**src/rtl/uart_rx_fifo.sv**
```systemverilog
// 8N1 serial receiver feeding a show-ahead receive FIFO.
// Framing errors and FIFO overruns are reported as one-cycle status pulses.
module uart_rx_fifo #(
    parameter int unsigned CLKS_PER_BIT = 16,
    parameter int unsigned FIFO_DEPTH   = 4,
    localparam int unsigned CW          = $clog2(FIFO_DEPTH + 1)
) (
    input  logic          clk,
    input  logic          rst,
    input  logic          rx_i,
    input  logic          rd_en,
    output logic [7:0]    rd_data,
    output logic          rd_valid,
    output logic [CW-1:0] count,
    output logic          frame_err,
    output logic          overrun
);

    localparam int unsigned PW = $clog2(FIFO_DEPTH);
    localparam int unsigned TW = $clog2(CLKS_PER_BIT);
    localparam logic [TW-1:0] HALF_M1 = TW'(CLKS_PER_BIT / 2 - 1);
    localparam logic [TW-1:0] FULL_M1 = TW'(CLKS_PER_BIT - 1);

    typedef enum logic [1:0] {S_IDLE, S_START, S_DATA, S_STOP} state_e;

    state_e          state_q, state_d;
    logic            sync1_q, sync1_d;
    logic            rx_s_q, rx_s_d;
    logic [TW-1:0]   timer_q, timer_d;
    logic [2:0]      bit_idx_q, bit_idx_d;
    logic [7:0]      shift_q, shift_d;
    logic            err_wait_q, err_wait_d;
    logic            frame_err_q, frame_err_d;
    logic            overrun_q, overrun_d;
    logic [7:0]      mem_q [FIFO_DEPTH];
    logic [7:0]      mem_d [FIFO_DEPTH];
    logic [PW-1:0]   wr_ptr_q, wr_ptr_d;
    logic [PW-1:0]   rd_ptr_q, rd_ptr_d;
    logic [CW-1:0]   count_q, count_d;
    logic            rd_valid_q, rd_valid_d;
    logic [7:0]      rd_data_q, rd_data_d;
    logic            push_c;
    logic            pop_c;
    logic            full_c;
    logic            do_push_c;

    // Receiver: synchronizer, bit timing and framing
    always_comb begin
        state_d     = state_q;
        sync1_d     = rx_i;
        rx_s_d      = sync1_q;
        timer_d     = timer_q;
        bit_idx_d   = bit_idx_q;
        shift_d     = shift_q;
        err_wait_d  = err_wait_q;
        frame_err_d = 1'b0;
        push_c      = 1'b0;
        case (state_q)
            S_IDLE: begin
                if (!rx_s_q) begin
                    timer_d = HALF_M1;
                    state_d = S_START;
                end
            end
            S_START: begin
                if (timer_q == '0) begin
                    if (!rx_s_q) begin
                        timer_d   = FULL_M1;
                        bit_idx_d = 3'd0;
                        state_d   = S_DATA;
                    end else begin
                        state_d = S_IDLE;
                    end
                end else begin
                    timer_d = timer_q - TW'(1);
                end
            end
            S_DATA: begin
                if (timer_q == '0) begin
                    shift_d = {rx_s_q, shift_q[7:1]};
                    timer_d = FULL_M1;
                    if (bit_idx_q == 3'd7) begin
                        state_d = S_STOP;
                    end else begin
                        bit_idx_d = bit_idx_q + 3'd1;
                    end
                end else begin
                    timer_d = timer_q - TW'(1);
                end
            end
            S_STOP: begin
                // After a framing error, hold here until the line returns high
                if (err_wait_q) begin
                    if (rx_s_q) begin
                        err_wait_d = 1'b0;
                        state_d    = S_IDLE;
                    end
                end else if (timer_q == '0) begin
                    if (rx_s_q) begin
                        push_c  = 1'b1;
                        state_d = S_IDLE;
                    end else begin
                        frame_err_d = 1'b1;
                        err_wait_d  = 1'b1;
                    end
                end else begin
                    timer_d = timer_q - TW'(1);
                end
            end
            default: state_d = S_IDLE;
        endcase
    end

    // FIFO: a simultaneous pop frees the slot, so push on full is accepted then
    always_comb begin
        mem_d     = mem_q;
        wr_ptr_d  = wr_ptr_q;
        rd_ptr_d  = rd_ptr_q;
        count_d   = count_q;
        overrun_d = 1'b0;
        pop_c     = rd_en && (count_q != '0);
        full_c    = (count_q == CW'(FIFO_DEPTH));
        do_push_c = push_c && (!full_c || pop_c);
        if (do_push_c) begin
            mem_d[wr_ptr_q] = shift_q;
            wr_ptr_d        = wr_ptr_q + PW'(1);
        end
        if (push_c && full_c && !pop_c) begin
            overrun_d = 1'b1;
        end
        if (pop_c) begin
            rd_ptr_d = rd_ptr_q + PW'(1);
        end
        if (do_push_c && !pop_c) begin
            count_d = count_q + CW'(1);
        end else if (!do_push_c && pop_c) begin
            count_d = count_q - CW'(1);
        end
        rd_valid_d = (count_d != '0);
        rd_data_d  = mem_d[rd_ptr_d];
    end

    always_ff @(posedge clk) begin
        if (rst) begin
            state_q     <= S_IDLE;
            sync1_q     <= 1'b1;
            rx_s_q      <= 1'b1;
            timer_q     <= '0;
            bit_idx_q   <= '0;
            shift_q     <= '0;
            err_wait_q  <= 1'b0;
            frame_err_q <= 1'b0;
            overrun_q   <= 1'b0;
            for (int i = 0; i < int'(FIFO_DEPTH); i++) begin
                mem_q[i] <= '0;
            end
            wr_ptr_q    <= '0;
            rd_ptr_q    <= '0;
            count_q     <= '0;
            rd_valid_q  <= 1'b0;
            rd_data_q   <= '0;
        end else begin
            state_q     <= state_d;
            sync1_q     <= sync1_d;
            rx_s_q      <= rx_s_d;
            timer_q     <= timer_d;
            bit_idx_q   <= bit_idx_d;
            shift_q     <= shift_d;
            err_wait_q  <= err_wait_d;
            frame_err_q <= frame_err_d;
            overrun_q   <= overrun_d;
            mem_q       <= mem_d;
            wr_ptr_q    <= wr_ptr_d;
            rd_ptr_q    <= rd_ptr_d;
            count_q     <= count_d;
            rd_valid_q  <= rd_valid_d;
            rd_data_q   <= rd_data_d;
        end
    end

    assign rd_data   = rd_data_q;
    assign rd_valid  = rd_valid_q;
    assign count     = count_q;
    assign frame_err = frame_err_q;
    assign overrun   = overrun_q;

endmodule

```
**config.mk**
```make
export PLATFORM = sky130hd
export DESIGN_NAME = uart_rx_fifo
export DESIGN_NICKNAME = d
export VERILOG_FILES = /design/src/rtl/uart_rx_fifo.sv
export SDC_FILE = /design/constraint.sdc
export NUM_CORES = 1
export LEC_CHECK = 0
export CAP_MARGIN = 40
export CORE_MARGIN = 2
export CORE_UTILIZATION = 45
export DETAILED_ROUTE_END_ITERATION = 6
export PLACE_DENSITY_LB_ADDON = 0.2
export SYNTH_ARGS = -nofsm -noshare
export SYNTH_HDL_FRONTEND = slang
export SYNTH_SLANG_ARGS = --single-unit
```
**constraint.sdc**
```tcl
create_clock -name clk -period 2.8 [get_ports clk]
set_input_delay 0.42 -clock clk [delete_from_list [all_inputs] [get_ports clk]]
set_output_delay 0.42 -clock clk [all_outputs]
set_load 0.02 [all_outputs]
```
==> results.sh, run 1 <==
export IMPL_hold_path_class="input port to register"
export IMPL_dr_total_vias=2292
export IMPL_grt_overflow_total=0
export IMPL_path_depth=7
export IMPL_slowest_stage="nor3b_4"
export IMPL_rsz0062_at_grt="false"
export IMPL_antenna_found_initial=0
export IMPL_netlist_top_cells_area="dfxtp_1 45%, mux2i_1 11%, ha_1 6.4%"
export IMPL_cpPeakStageDelay_ps=530
export IMPL_drtAntennaViolNets=0
export IMPL_antennaDiodeCount=0
export IMPL_tns_ps=0
export IMPL_timing_slew_headroom_pct=62.0
export IMPL_end_kind="register"
export IMPL_die_area_um2=7600
export IMPL_crit_path_start_kind="register"
export IMPL_fillers=615
export IMPL_area_growth_pct=14.1
export IMPL_ys_types=51
export IMPL_crit_chain="inv_1 -> ha_1 -> nor3b_4 -> and3_1 -> nand2_4 -> mux2i_1 -> o221ai_2"
export IMPL_wl_um=6060
export IMPL_worst_slew_pin_slew_ps=570
export IMPL_postPlaceCellArea_um2=3330
export IMPL_start_util_pct=46.1
export IMPL_synth_nets=338
export IMPL_holdWs_ps=413
export IMPL_dp_hpwl_um=4140
export IMPL_cts_setup_buffers=0
export IMPL_rr_startpoint="timer_q[0]"
export IMPL_dp_cells=403
export IMPL_final_area_um2=3560
export IMPL_row_count=30
export IMPL_dr_pass1_iters=4
export IMPL_synth_top_area_share_pct=45.0
export IMPL_core_um2=6760
export IMPL_mostFrequentLayoutCell="dfxtp_1"
export IMPL_final_period_utilization_pct=87.3
export IMPL_slew_viol_final=0
export IMPL_crit_path_end="rd_data[3]"
export IMPL_yosys_area_top_type="dfxtp_1"
export IMPL_p_leak_nw=1.53
export IMPL_grt_use_total_pct=17.6
export IMPL_drv_cap=0
export IMPL_p_per_area_nw_per_um2=713
export IMPL_wire_per_inst_um=14.5
export IMPL_die_y_um=87.2
export IMPL_drive_above_1_share_pct=10.9
export IMPL_boundaryPins=18
export IMPL_crit_type="register to register"
export IMPL_drc=0
export IMPL_grt_max_degree=52
export IMPL_cp_top_family="simple AND/OR/NAND/NOR gates"
export IMPL_required_ps=3020
export IMPL_vias_per_cell=5.47
export IMPL_insertion_delay_ps=350
export IMPL_port_buffers=17
export IMPL_reg2reg_depth=7
export IMPL_multi_input_area_um2=1600
export IMPL_status="finished clean"
export IMPL_netlist_area_um2=3120
export IMPL_setup_viol=0
export IMPL_r2r_slack_ps=360
export IMPL_layout_nets=354
export IMPL_crit_start="timer_q[0]"
export IMPL_r2r_end="rd_data[3]"
export IMPL_layout_common_cells="70 x dfxtp_1, 49 x nor2_1, 35 x mux2i_1"
export IMPL_numCtsBuffers=9
export IMPL_syn_avg_cell_area_um2=9.80
export IMPL_fmax_mhz=409
export IMPL_regArea_um2=1400
export IMPL_arrival_ps=2670
export IMPL_synth_seq_cells=70
export IMPL_globalplace_congestion=0.838
export IMPL_finClkSkew_ps=15.4
export IMPL_cts_tree="done"
export IMPL_syn_inst=318
export IMPL_total_power_mw=2.53
export IMPL_path_clk_slew_ps=90
export IMPL_drtIter0Drc=132
export IMPL_crit_path_max_fanout=14
export IMPL_crit_buf_inv=1
export IMPL_die_w_um=87.2
export IMPL_ir_drop_mv=0.369
export IMPL_cts_repair_resized=0
export IMPL_ys_warn_count=0
export IMPL_first_global_vias=2161
export IMPL_min_period_ps=2440
export IMPL_clockBufferDepth=2
export IMPL_hold_viol_final=0
export IMPL_seq_area_frac_synth_pct=45.0
export IMPL_cts_sinks=70
export IMPL_cts_root_buf="clkbuf_8"
export IMPL_h_tree_depth=3
export IMPL_grt_pass1_wl_um=10400
export IMPL_cts_hold_buf=0
export IMPL_stdcell_count=419
==> state kept, by name, summed over array words and instances (netlist names), 2 cells and up, named ones only <==
register	flops
mem_q	32
rd_ptr_q	2
shift_q	8
count	3
timer_q	4
bit_idx_q	3
rd_data	8
wr_ptr_q	2
==> final cells by class <==
class	instances	share of cell area, %
clock buffers	9	3.48
clock inverters	7	2.89
well taps	80	2.81
inverters	13	1.37
multi-input cells	221	45.0
repair buffers	19	5.07
flip-flops and latches	70	39.4
==> per-layer routing <==
metal / GRT usage (%) / vias up / share of wire, %
li1: - / 1157 / -
met1: 24.1 / 1093 / 50
met2: 26.8 / 31 / 46
met3: 3.70 / 11 / 2.7
met4: 7.55 / 0 / 1.7
met5: 0 / - / 0
==> per-stage QoR <==
step	setup WS (ps)	util [%]
after global routing	163	52.6
final	357	52.6
after detailed placement	353	49.3
after floorplan	805	-
after CTS	339	52.6
after global placement	348	49.3
==> logic make-up (layout without fill, tap and decap cells) <==
group           Yosys count  in the layout  synth area share, %
compound gates           58             58                 15.0
xor+xnor                  3              3                0.844
fa+ha+maj                16             16                 6.43
buf+inv                  27             48                 3.69
flops                    70             70                 45.0
mux                      35             35                 11.2
simple gates            109            109                 17.8
==> synthesized netlist by cell type, drive strengths merged <==
library cell   n
dfxtp         70
nor2          49
mux2i         35
nand2         23
ha            16
a21oi         14
inv           13
clkbuf         9
o221ai         8
o22a           8
o21ai          7
nand4          6
buf            5
and2           4
nand3          4
nor3           4
a21o           3
a22oi          3
nand2b         3
o211ai         3
xnor2          3
a211oi         2
a31oi          2
and3           2
nand3b         2
nor3b          2
or2            2
a2111oi        1
a211o          1
a221oi         1
a22o           1
a311oi         1
a31o           1
a41oi          1
and2b          1
and3b          1
nand4b         1
nor4           1
nor4b          1
nor4bb         1
o31a           1
or3            1
or3b           1
==> report_power, final <==
part	internal, mW	switching [mW]	total, mW
Sequential	1.04	0.0477	1.09
Clock	0.512	0.410	0.922
Combinational	0.200	0.325	0.525
==> how the worst min path moves through the flow <==
stage | start | end | slack, ps | cells after the start
4_1_cts | rst | mem_q[28] | 410 | 2
6_report | rst | mem_q[28] | 410 | 2
5_1_grt | rst | mem_q[28] | 420 | 2
2_1_floorplan | rx_s_d | rx_s_q | 390 | 1
3_5_place_dp | rx_s_d | rx_s_q | 400 | 1
3_3_place_gp | rx_s_d | rx_s_q | 390 | 1
No activity file was read; power rests on OpenSTA's default activity.
==> run 2, diff against run 1 <==
- REMOVE_ABC_BUFFERS: not set -> 1
==> results.sh, run 2 (synthesis gave the netlist of run 1 again) <==
export IMPL_status="finished clean"
export IMPL_cts_sinks=70
export IMPL_arrival_ps=2640
export IMPL_hold_path_class="register to register"
export IMPL_crit_path_max_fanout=14
export IMPL_p_per_area_nw_per_um2=682
export IMPL_tns_ps=0
export IMPL_drtAntennaViolNets=0
export IMPL_hold_end="rx_s_q"
export IMPL_slew_viol_final=0
export IMPL_numCtsBuffers=9
export IMPL_ir_drop_mv=0.276
export IMPL_regMostFlops="mem_q"
export IMPL_cts_hold_buf=0
export IMPL_place_ws_ps=381
export IMPL_worst_slew_pin_slew_ps=616
export IMPL_drv_cap=0
export IMPL_vias_per_cell=5.39
export IMPL_crit_type="register to register"
export IMPL_row_count=30
export IMPL_insertion_delay_ps=350
export IMPL_r2r_slack_ps=370
export IMPL_drtIter0Drc=68
export IMPL_grt_overflow_total=0
export IMPL_hold_viol_final=0
export IMPL_boundaryPins=18
export IMPL_total_power_mw=2.41
export IMPL_cts_tree="done"
export IMPL_stdcell_count=420
export IMPL_die_area_um2=7600
export IMPL_timing_slew_headroom_pct=58.9
export IMPL_grt_max_degree=37
export IMPL_final_area_um2=3530
export IMPL_fmax_mhz=411
export IMPL_layout_nets=355
export IMPL_h_tree_depth=3
export IMPL_port_buffers=17
export IMPL_drc=0
export IMPL_die_w_um=87.2
export IMPL_wire_per_inst_um=14.8
export IMPL_rr_startpoint="timer_q[0]"
export IMPL_dp_hpwl_um=4230
export IMPL_area_growth_pct=13.2
export IMPL_holdCritStartpoint="rx_s_d"
export IMPL_clockBufferDepth=2
export IMPL_antennaDiodeCount=0
export IMPL_die_y_um=87.2
export IMPL_setup_viol=0
export IMPL_finClkSkew_ps=8.11
export IMPL_path_clk_slew_ps=70
export IMPL_grt_pass1_wl_um=10900
export IMPL_first_global_vias=2255
export IMPL_core_um2=6760
export IMPL_fin_ws_ps=367
export IMPL_holdWs_ps=413
export IMPL_cts_setup_buffers=0
export IMPL_reg2reg_depth=7
export IMPL_dr_pass1_iters=4
export IMPL_dp_cells=404
export IMPL_grt_use_total_pct=18.7
export IMPL_rsz0062_at_grt="false"
export IMPL_largest_reg_flops=32
export IMPL_antenna_found_initial=0
export IMPL_min_period_ps=2430
export IMPL_crit_path_start_kind="register"
export IMPL_postPlaceCellArea_um2=3340
export IMPL_drive_above_1_share_pct=10.9
export IMPL_required_ps=3010
export IMPL_globalplace_congestion=0.858
export IMPL_r2r_end="rd_data[5]"
export IMPL_cts_root_buf="clkbuf_8"
export IMPL_cts_repair_resized=0
export IMPL_fin_util_pct=52.2
export IMPL_end_kind="register"
export IMPL_final_period_utilization_pct=86.9
export IMPL_start_util_pct=46.1
export IMPL_wl_um=6230
export IMPL_hold_depth=1
export IMPL_p_leak_nw=1.51
export IMPL_layout_common_cells="70 x dfxtp_1, 49 x nor2_1, 35 x mux2i_1"
export IMPL_dr_total_vias=2263
export IMPL_mostFrequentLayoutCell="dfxtp_1"
run 2: how the worst max path moves through the flow:
stage / from / endpoint / slack, ps / depth (start not counted)
detailed placement: rd_en / rd_data[5] / 380 / 6
floorplan: timer_q[0] / rd_data[7] / 740 / 7
global route: timer_q[1] / rd_data[5] / 140 / 7
CTS: timer_q[0] / rd_data[5] / 380 / 7
global placement: rd_en / rd_data[7] / 430 / 6
finish: timer_q[0] / rd_data[5] / 370 / 7
run 2: power by group:
part	internal [mW]	switching, mW	leakage [nW]	total (mW)
Sequential	1.04	0.0472	0.566	1.09
Combinational	0.199	0.332	0.856	0.531
Clock	0.408	0.380	0.0883	0.788
run 2: final cells by class:
type / instances / area [um2]
Clock inverter: 6 / 62.6
Timing Repair Buffer: 20 / 188
Clock buffer: 10 / 128
Fill cell: 624 / 3230
Tap cell: 80 / 100
Sequential cell: 70 / 1400
Inverter: 13 / 48.8
Multi-Input combinational cell: 221 / 1600
run 2: layer usage:
| metal | global-route usage, % | vias up | part of all wire (%) |
|---|---|---|---|
| li1 | - | 1164 | - |
| met1 | 24.9 | 1063 | 51 |
| met2 | 28.6 | 30 | 45 |
| met3 | 6.64 | 6 | 3.1 |
| met4 | 5.45 | 0 | 1.0 |
| met5 | 0 | - | 0 |
run 2: worst max-delay path, stage by stage, from the launching register on:
cell and delay, ps:
dfxtp_1 340, inv_1 100, ha_1 220, nor3b_4 570, and3_1 490, nand2_4 180, mux2i_1 280, o221ai_2 130
==> RTL edit: new RTL, flow settings as in run 1 <==
Remove the register `rd_data_q`: a continuous assignment takes its place, so the output `rd_data` follows one clock earlier.
--- a/src/rtl/uart_rx_fifo.sv
+++ b/src/rtl/uart_rx_fifo.sv
@@ -159,5 +159,4 @@
             count_q     <= '0;
             rd_valid_q  <= 1'b0;
-            rd_data_q   <= '0;
         end else begin
             state_q     <= state_d;
@@ -175,7 +174,8 @@
             count_q     <= count_d;
             rd_valid_q  <= rd_valid_d;
-            rd_data_q   <= rd_data_d;
         end
     end
+
+    assign rd_data_q = rd_data_d;
 
     assign rd_data   = rd_data_q;
Formal check against the unedited RTL: same outputs for any inputs over 10 cycles, from zero or initial values and one cycle with rst high; that may be too few to reach the edited logic, so the function may still have changed.
==> RTL edit against run 1 <==
Non-clock buffer count rose by 39; count of clock-buffer cells in the layout increased by 4; via count rose by 3.8%; sequential cell count shrank 8; worst setup slack got worse by 0.29 ns; wire length increased by 1.5%; design area rose by 5.4%; sequential share of layout area fell by 6.2 points; first-iteration DRC count fell by 22%; synthesized area is 6.3% lower; critical path type is now reg2out.
Power is not compared: it rests on default switching activity, and its combinational part moved more than twofold at a synthesized area within 25%.
==> RTL edit: results (changes against run 1) <==
stage;metric;value;unit;change
run_status;outcome;completed;;
final_layout;share of layout cells above drive strength 1;29.2;%;+18 points
final_layout;area of the multi-input gates;0.00170;mm^2;+6.1%
detailed_routing;drt total wl;6.15;mm;+1.5%
grt;GR Layer Usage met3;6.19;%;+2.5 points
clock_tree;Clock Pin Slew Worst Setup and Hold Paths;0.07;ns;-0.02 ns
critical_path;CP Max Fanout;4;;-10
hold_path;critical hold path startpoint;rx_s_d;;
logic_synthesis;sequential area share after synthesis;42.5;%;-2.5 points
clock_tree;PostCTS Resize Cnt;44;;+44
hold_path;worst hold path depth;1;;-1
final_layout;Net count, final;385;;+8.8%
grt;vias in the first global route;2245;;+3.9%
clock_tree;Setup Fix Bufs, Post-CTS;1;;+1
logic_synthesis;Synth top cells by count;62 x dfxtp_1, 38 x nor2_1, 22 x mux2i_1, 22 x nand2_1, 18 x nor2b_1;;
placement;GP Congestion;0.739;;-12%
grt;largest net degree at the start of global routing;43;;-17%
logic_synthesis;post-synth top area share;42.5;%;-2.5 points
grt;Tot GR Track Use;17.9;%;+0.31 points
logic_synthesis;ranking of synthesized cells by area;dfxtp_1 43%, mux2i_1 7.5%, ha_1 6.9%;;
placement;Placement Setup Slack;-0.360;ns;-0.713 ns
logic_synthesis;Syn Inst Count;307;;-3.5%
detailed_routing;DRT iter0 DRCs;103;;-22%
timing;Fin Clk Skew;0.00907;ns;-0.00628 ns
critical_path;critical path type;reg2out;;
power_and_ir_drop;Flop pwr share;34.1;%;
grt;M1 GR Usage;23.4;%;-0.64 points
detailed_routing;drt first pass iters;5;;+1
critical_path;worst reg2reg startpoint;state_q[0];;
placement;Detailed Place HPWL;4.21;mm;+1.5%
critical_path;R2R Path End;timer_q[2];;
placement;Post-DP Area;0.00346;mm^2;+3.8%
hold_path;Hold EP;rx_s_q;;
timing;worst rel slew slack;48.3;%;-14 points
logic_synthesis;net count after synthesis;327;;-3.3%
detailed_routing;DR vias/cell;5.32;;-2.7%
grt;met2 Use GR;27.8;%;+0.99 points
critical_path;R2R setup slack;0.79;ns;+0.43 ns
logic_synthesis;synth unique cells;45;;-12%
grt;first-pass GRT wire length;10.1;mm;-3.2%
critical_path;CP Data Arrival Time;2.31;ns;-0.36 ns
detailed_routing;wire per inst;13.8;um;-4.8%
final_layout;Fill cells;563;;-8.5%
==> RTL edit: cell count changes after synthesis, moves of 4 or more <==
cell / delta
o221ai_2: -8
nor2_1: -11
a221oi_1: +7
o22a_1: -8
dfxtp_1: -8
o22ai_1: +7
mux2_2: +14
nor2b_1: +18
mux2i_1: -13
nand4_1: -4
==> RTL edit: worst max-delay path by stage <==
stage            endpoint  slack, ns  depth (start not counted)
6_report       rd_data[1]       0.07                          9
5_1_grt        rd_data[1]      -0.08                          9
4_1_cts        rd_data[6]      0.001                          9
3_5_place_dp   rd_data[2]      -0.36                          7
3_3_place_gp   rd_data[1]      -0.37                          8
2_1_floorplan  rd_data[1]       0.09                          7
==> RTL edit: logic make-up after synthesis <==
group	Yosys count	synth area share [%]
and+or+nand+nor	111	20.2
buffers and inverters	22	3.26
DFF	62	42.5
muxes	36	12.9
adders and majority gates	16	6.86
xor gates and xnor gates	4	1.20
AOI/OAI and AO/OA	56	13.0
==> RTL edit: final cells by class <==
class / instances / share of cell area [%]
Clock buffer: 13 / 3.97
Clock inverter: 3 / 0.534
Inverter: 11 / 1.10
Multi-Input combinational cell: 223 / 45.3
Sequential cell: 62 / 33.2
Tap cell: 77 / 2.57
Timing Repair Buffer: 58 / 13.4
==> RTL edit: metal layers <==
metal  up-vias  share of wire (%)
li1       1204                  -
met1      1136                 50
met2        33                 45
met3         6                3.8
met4         0                1.4
met5         -                  0
==> RTL edit: worst register-to-register path, stage by stage, from the launching register on <==
cell	delay, ns
dfxtp_1	0.34
buf_4	0.14
inv_1	0.07
ha_1	0.21
a22o_1	0.20
a311oi_2	0.49
o21ai_0	0.17
a22oi_1	0.20
nor2_1	0.05
